<file path="src/rtl/bit_stream_serializer.sv">
// Parallel-word to gap-free serial bit stream: valid/ready input, DEPTH-word FIFO, shifter FSM.
// Build option: define SER_LSB_FIRST_EN to emit each word LSB first (default MSB first).
module bit_stream_serializer #(
    parameter int DATA_W = 8,
    parameter int DEPTH  = 4
) (
    input  logic                     clk,
    input  logic                     rst,
    input  logic [DATA_W-1:0]        in_data,
    input  logic                     in_valid,
    output logic                     in_ready,
    output logic                     out_bit,
    output logic                     out_valid,
    output logic [$clog2(DEPTH):0]   level,
    output logic                     busy
);

    localparam int AW = $clog2(DEPTH);
    localparam int CW = $clog2(DATA_W);
    localparam logic [CW-1:0] CNT_LAST  = CW'(DATA_W - 1);
    localparam logic [AW:0]   LVL_FULL  = (AW + 1)'(DEPTH);

    typedef enum logic {
        IDLE,
        SHIFT
    } state_t;

    state_t              state_q, state_d;
    logic [CW-1:0]       cnt_q, cnt_d;
    logic [DATA_W-1:0]   sh_q, sh_d;
    logic [AW-1:0]       wptr_q, rptr_q;
    logic [AW:0]         level_q, level_d;
    logic [DATA_W-1:0]   mem [DEPTH];

    logic                push, pop, fifo_ne, last;
    logic [DATA_W-1:0]   shifted;
    logic                head_bit;

    // in_ready comes from the registered level only, so a pop never frees a slot in the same cycle
    assign in_ready = (level_q != LVL_FULL);
    assign push     = in_valid && in_ready && !rst;
    assign fifo_ne  = (level_q != '0);
    assign last     = (cnt_q == CNT_LAST);
    assign pop      = fifo_ne && ((state_q == IDLE) || last);

`ifdef SER_LSB_FIRST_EN
    assign shifted  = {1'b0, sh_q[DATA_W-1:1]};
    assign head_bit = sh_q[0];
`else
    assign shifted  = {sh_q[DATA_W-2:0], 1'b0};
    assign head_bit = sh_q[DATA_W-1];
`endif

    always_comb begin
        state_d = state_q;
        cnt_d   = cnt_q;
        sh_d    = sh_q;
        case (state_q)
            IDLE: begin
                if (pop) begin
                    sh_d    = mem[rptr_q];
                    cnt_d   = '0;
                    state_d = SHIFT;
                end
            end
            SHIFT: begin
                if (!last) begin
                    sh_d  = shifted;
                    cnt_d = cnt_q + CW'(1);
                end else if (pop) begin
                    // back-to-back reload keeps the stream free of idle cycles
                    sh_d  = mem[rptr_q];
                    cnt_d = '0;
                end else begin
                    sh_d    = '0;
                    cnt_d   = '0;
                    state_d = IDLE;
                end
            end
            default: state_d = IDLE;
        endcase
    end

    always_comb begin
        level_d = level_q;
        case ({push, pop})
            2'b10:   level_d = level_q + (AW + 1)'(1);
            2'b01:   level_d = level_q - (AW + 1)'(1);
            default: level_d = level_q;
        endcase
    end

    always_ff @(posedge clk) begin
        if (rst) begin
            state_q <= IDLE;
            cnt_q   <= '0;
            sh_q    <= '0;
            wptr_q  <= '0;
            rptr_q  <= '0;
            level_q <= '0;
        end else begin
            state_q <= state_d;
            cnt_q   <= cnt_d;
            sh_q    <= sh_d;
            level_q <= level_d;
            if (push) wptr_q <= wptr_q + AW'(1);
            if (pop)  rptr_q <= rptr_q + AW'(1);
        end
    end

    always_ff @(posedge clk) begin
        if (push) mem[wptr_q] <= in_data;
    end

    assign out_valid = (state_q == SHIFT);
    assign busy      = out_valid;
    assign out_bit   = head_bit & out_valid;
    assign level     = level_q;

endmodule

</file>
<file path="config.mk">
export PLATFORM = sky130hd
export DESIGN_NAME = bit_stream_serializer
export DESIGN_NICKNAME = d
export VERILOG_FILES = /design/src/rtl/bit_stream_serializer.sv
export SDC_FILE = /design/constraint.sdc
export NUM_CORES = 1
export LEC_CHECK = 0
export ABC_AREA = 1
export BUFFER_PORTS_ARGS = -buffer_cell sky130_fd_sc_hd__buf_2
export CAP_MARGIN = 20
export CORE_UTILIZATION = 55
export CTS_CLUSTER_SIZE = 8
export DETAILED_ROUTE_END_ITERATION = 16
export HOLD_SLACK_MARGIN = 0.03
export PLACE_DENSITY = 0.81
export REMOVE_ABC_BUFFERS = 1
export SLEW_MARGIN = 20
export SYNTH_ARGS = -nofsm -noshare
export SYNTH_HDL_FRONTEND = slang
export SYNTH_SLANG_ARGS = --single-unit
</file>
<file path="constraint.sdc">
create_clock -name clk -period 2.75 [get_ports clk]
set_input_delay 0.4125 -clock clk [delete_from_list [all_inputs] [get_ports clk]]
set_output_delay 0.4125 -clock clk [all_outputs]
set_load 0.005 [all_outputs]
</file>
==> impl_metrics.csv <==
group,metric,value,unit
status,status,"finished clean",
synthesis,synth_most_common_cell,"nand2_1",
worst_setup_path,slowest_stage,"fa_1",
global_routing,grt_max_degree,18,
drt,routed_via_density,4.89,
worst_setup_path,cp_max_fo,12,
worst_setup_path,critical_path.cell_chain,"ha_1 > ha_1 > nor2_4 > a21oi_4 > ha_1 > fa_1 > nor2_1 > nor2_1 > nand2_1 > o21ai_0 > a21oi_1",
drt,routed_wl,3950,um
worst_setup_path,cp-end-kind,"register",
synthesis,synthSimpleGateAreaFrac,19.6,%
placed_design,portBuffers,17,
timing,clock.fmax,0.445,GHz
synthesis,synthMuxAreaShare,0,%
worst_setup_path,cp_top_family,"adder cells",
timing,setup_viol,0,
cells_and_area,areaGrowthSynthToFinish,8.92,%
global_routing,grt_overflow,0,
placed_design,placedInstanceArea,2520,um^2
synthesis,synthTopCellsByCount,"73 x nand2_1, 50 x inv_1, 32 x edfxtp_1, 21 x dfxtp_1, 18 x nand3_1",
global_routing,grt_usage,19.8,%
clocking,cts_sinks,53,
cells_and_area,nFillCells,339,
drt,firstDrtPassIters,4,
synthesis,synth_area_leaders,"edfxtp_1 40%, dfxtp_1 18%, nand2_1 11%",
worst_setup_path,start_kind,"register",
synthesis,yosys_most_used_dff,"edfxtp_1",
timing,drv_slew,0,
floorplan,die-area,4630,um^2
synthesis,ys_warn_count,0,
clocking,cts_hold_buf,0,
synthesis,ys_seq_area_share,57.6,%
floorplan,rows,23,
synthesis,synthArstFlopShare,0,%
flow_run,timing.max_cap.violations,0,
worst_setup_path,cp_common_cell,"ha_1",
cells_and_area,n_antenna_cell,0,
synthesis,synth_fa_ha_area_share,4.49,%
timing,slew_headroom,74.0,%
worst_setup_path,cp_slowest_stage_delay,0.38,ns
timing,min_period_over_period,81.7,%
clocking,path_clk_slew,0.10,ns
timing,hold_viol,0,
cells_and_area,drive_gt1_share,15.4,%
power_and_ir_drop,ir_drop,0.436,mV
drt,drt_iter0_drc,100,
power_and_ir_drop,power_per_cell_area,912,nW/um^2
synthesis,synth_top_area_share,40.1,%
synthesis,avgSynthCellArea,9.30,um^2
drt,drc,0,
global_routing,grt_pass1_wl,6440,um
synthesis,synth_top_family_by_area,"simple AND/OR/NAND/NOR gates",
floorplan,start_util,58.7,%
drt,wl_per_cell,12.0,um
synthesis,ys_types,21,
timing,finalSetupTns,0,ns
power_and_ir_drop,p_leak,0.00117,uW
timing,rsz0062_at_grt,"no",
synthesis,synth_edf_count,32,
floorplan,die_y,68.0,um
placed_design,hpwl,2720,um
clocking,clk_latency,0.31,ns
floorplan,die_w,68.0,um
clocking,postCtsResizedCells,0,
synthesis,ys_ff_latch,53,
clocking,cts-root-buf,"clkbuf_8",
clocking,cts_tree,"done",
worst_setup_path,worstSetupPathType,"reg -> reg",
synthesis,synth_area,2400,um^2
synthesis,syn_inst,258,
worst_setup_path,critPathArrivalTime,2.50,ns
clocking,cts.path.max_buffers,2,
clocking,post-cts-setup-buffers,0,
timing,worst_slew_pin_slew,0.389,ns
floorplan,core_area,4090,um^2
drt,ant_nets,0,
worst_setup_path,timing.critical_path.buf_inv,0,
floorplan,io_pins,18,
global_routing,antenna_found_initial,0,
synthesis,synth_top_area_cell,"edfxtp_1",
clocking,htree_levels,2,
worst_setup_path,worstPathRequired,3.00,ns
placed_design,gp_congestion,0.739,
synthesis,yosys.area_share.xor_xnor,0.730,%
timing,fin_crit,2.25,ns
global_routing,grt_pass1_vias,1457,
cells_and_area,nNetsFinal,298,
clocking,numCtsBuffers,5,
timing,fin_worst_skew,0.00785,ns
synthesis,synth-compound-area-share,6.99,%
min_path,min_path_type,"in -> reg",
drt,vias,1613,
cells_and_area,final_cell_area,2610,um^2
[worst paths after layout]
| check | startpoint | end | slack (ns) | cells past startpoint |
|---|---|---|---|---|
| setup / recovery | cnt_q[0] | level[2] | 0.50 | 11 |
| hold / removal | in_data[1] | mem[3][1] | 0.31 | 1 |
| setup reg to reg | cnt_q[0] | level[2] | 0.50 | 11 |
| hold reg to reg | cnt_q[1] | cnt_q[1] | 0.47 | 2 |
[cells by family (layout without fill, tap and decap cells)]
logic type | Yosys count | count (layout)
AO/OA/AOI/OAI | 26 | 26
XOR/XNOR | 2 | 2
adder cells (fa/ha/maj) | 8 | 8
buffers and inverters | 60 | 82
flip-flops | 53 | 53
AND/OR/NAND/NOR | 109 | 109
[placed cells by master, fill, tap and decap left out, drive strengths merged, types with 2 or more instances in the layout]
cell type  synthesis  routed
o21ai              7       7
clkbuf             0       5
edfxtp            32      32
xor2               2       2
a21oi             19      19
buf                8      22
nand2             74      74
dfxtp             21      21
inv               52      53
nand4              7       7
ha                 7       7
nor2              10      10
nand3             18      18
[final cells by class]
| cell class | count | area (um^2) | area share, % |
|---|---|---|---|
| Clock buffer | 5 | 68.8 | 2.63 |
| Clock inverter | 3 | 20.0 | 0.766 |
| Inverter | 52 | 195 | 7.47 |
| Multi-Input combinational cell | 145 | 762 | 29.2 |
| Sequential cell | 53 | 1380 | 52.9 |
| Tap cell | 50 | 62.6 | 2.39 |
| Timing Repair Buffer | 22 | 123 | 4.69 |
[metal layers]
metal	up-vias	share of wire (%)	global-route usage [%]
met2	47	47	30.9
met4	0	1.2	9.38
met5	-	0	0
met1	710	48	26.2
met3	5	4.1	4.00
li1	851	-	-
[sequential cells by signal, indices dropped and copies added, names as in the netlist, named ones only]
register / count
mem: 32
sh_q: 8
cnt_q: 3
level: 3
rptr_q: 2
wptr_q: 2
busy: 1
[per-stage QoR]
step                power, uW  util, %  cells  hold WS [ns]  worst slack [ns]
floorplan                1720        -    250         0.432             0.706
global placement         1940     61.8    322         0.450             0.582
finish                   2380     63.9    330         0.309             0.502
CTS                      2390     63.9    330         0.305             0.501
detailed placement       1960     61.8    322         0.459             0.516
global route             2560     63.9    330         0.300             0.321
[where the power goes]
| part | internal [uW] | switching [uW] |
|---|---|---|
| registers | 983 | 99.5 |
| clock network | 180 | 255 |
| logic | 303 | 563 |
| total | 1460 | 917 |
(Power assumes the default switching activity.)
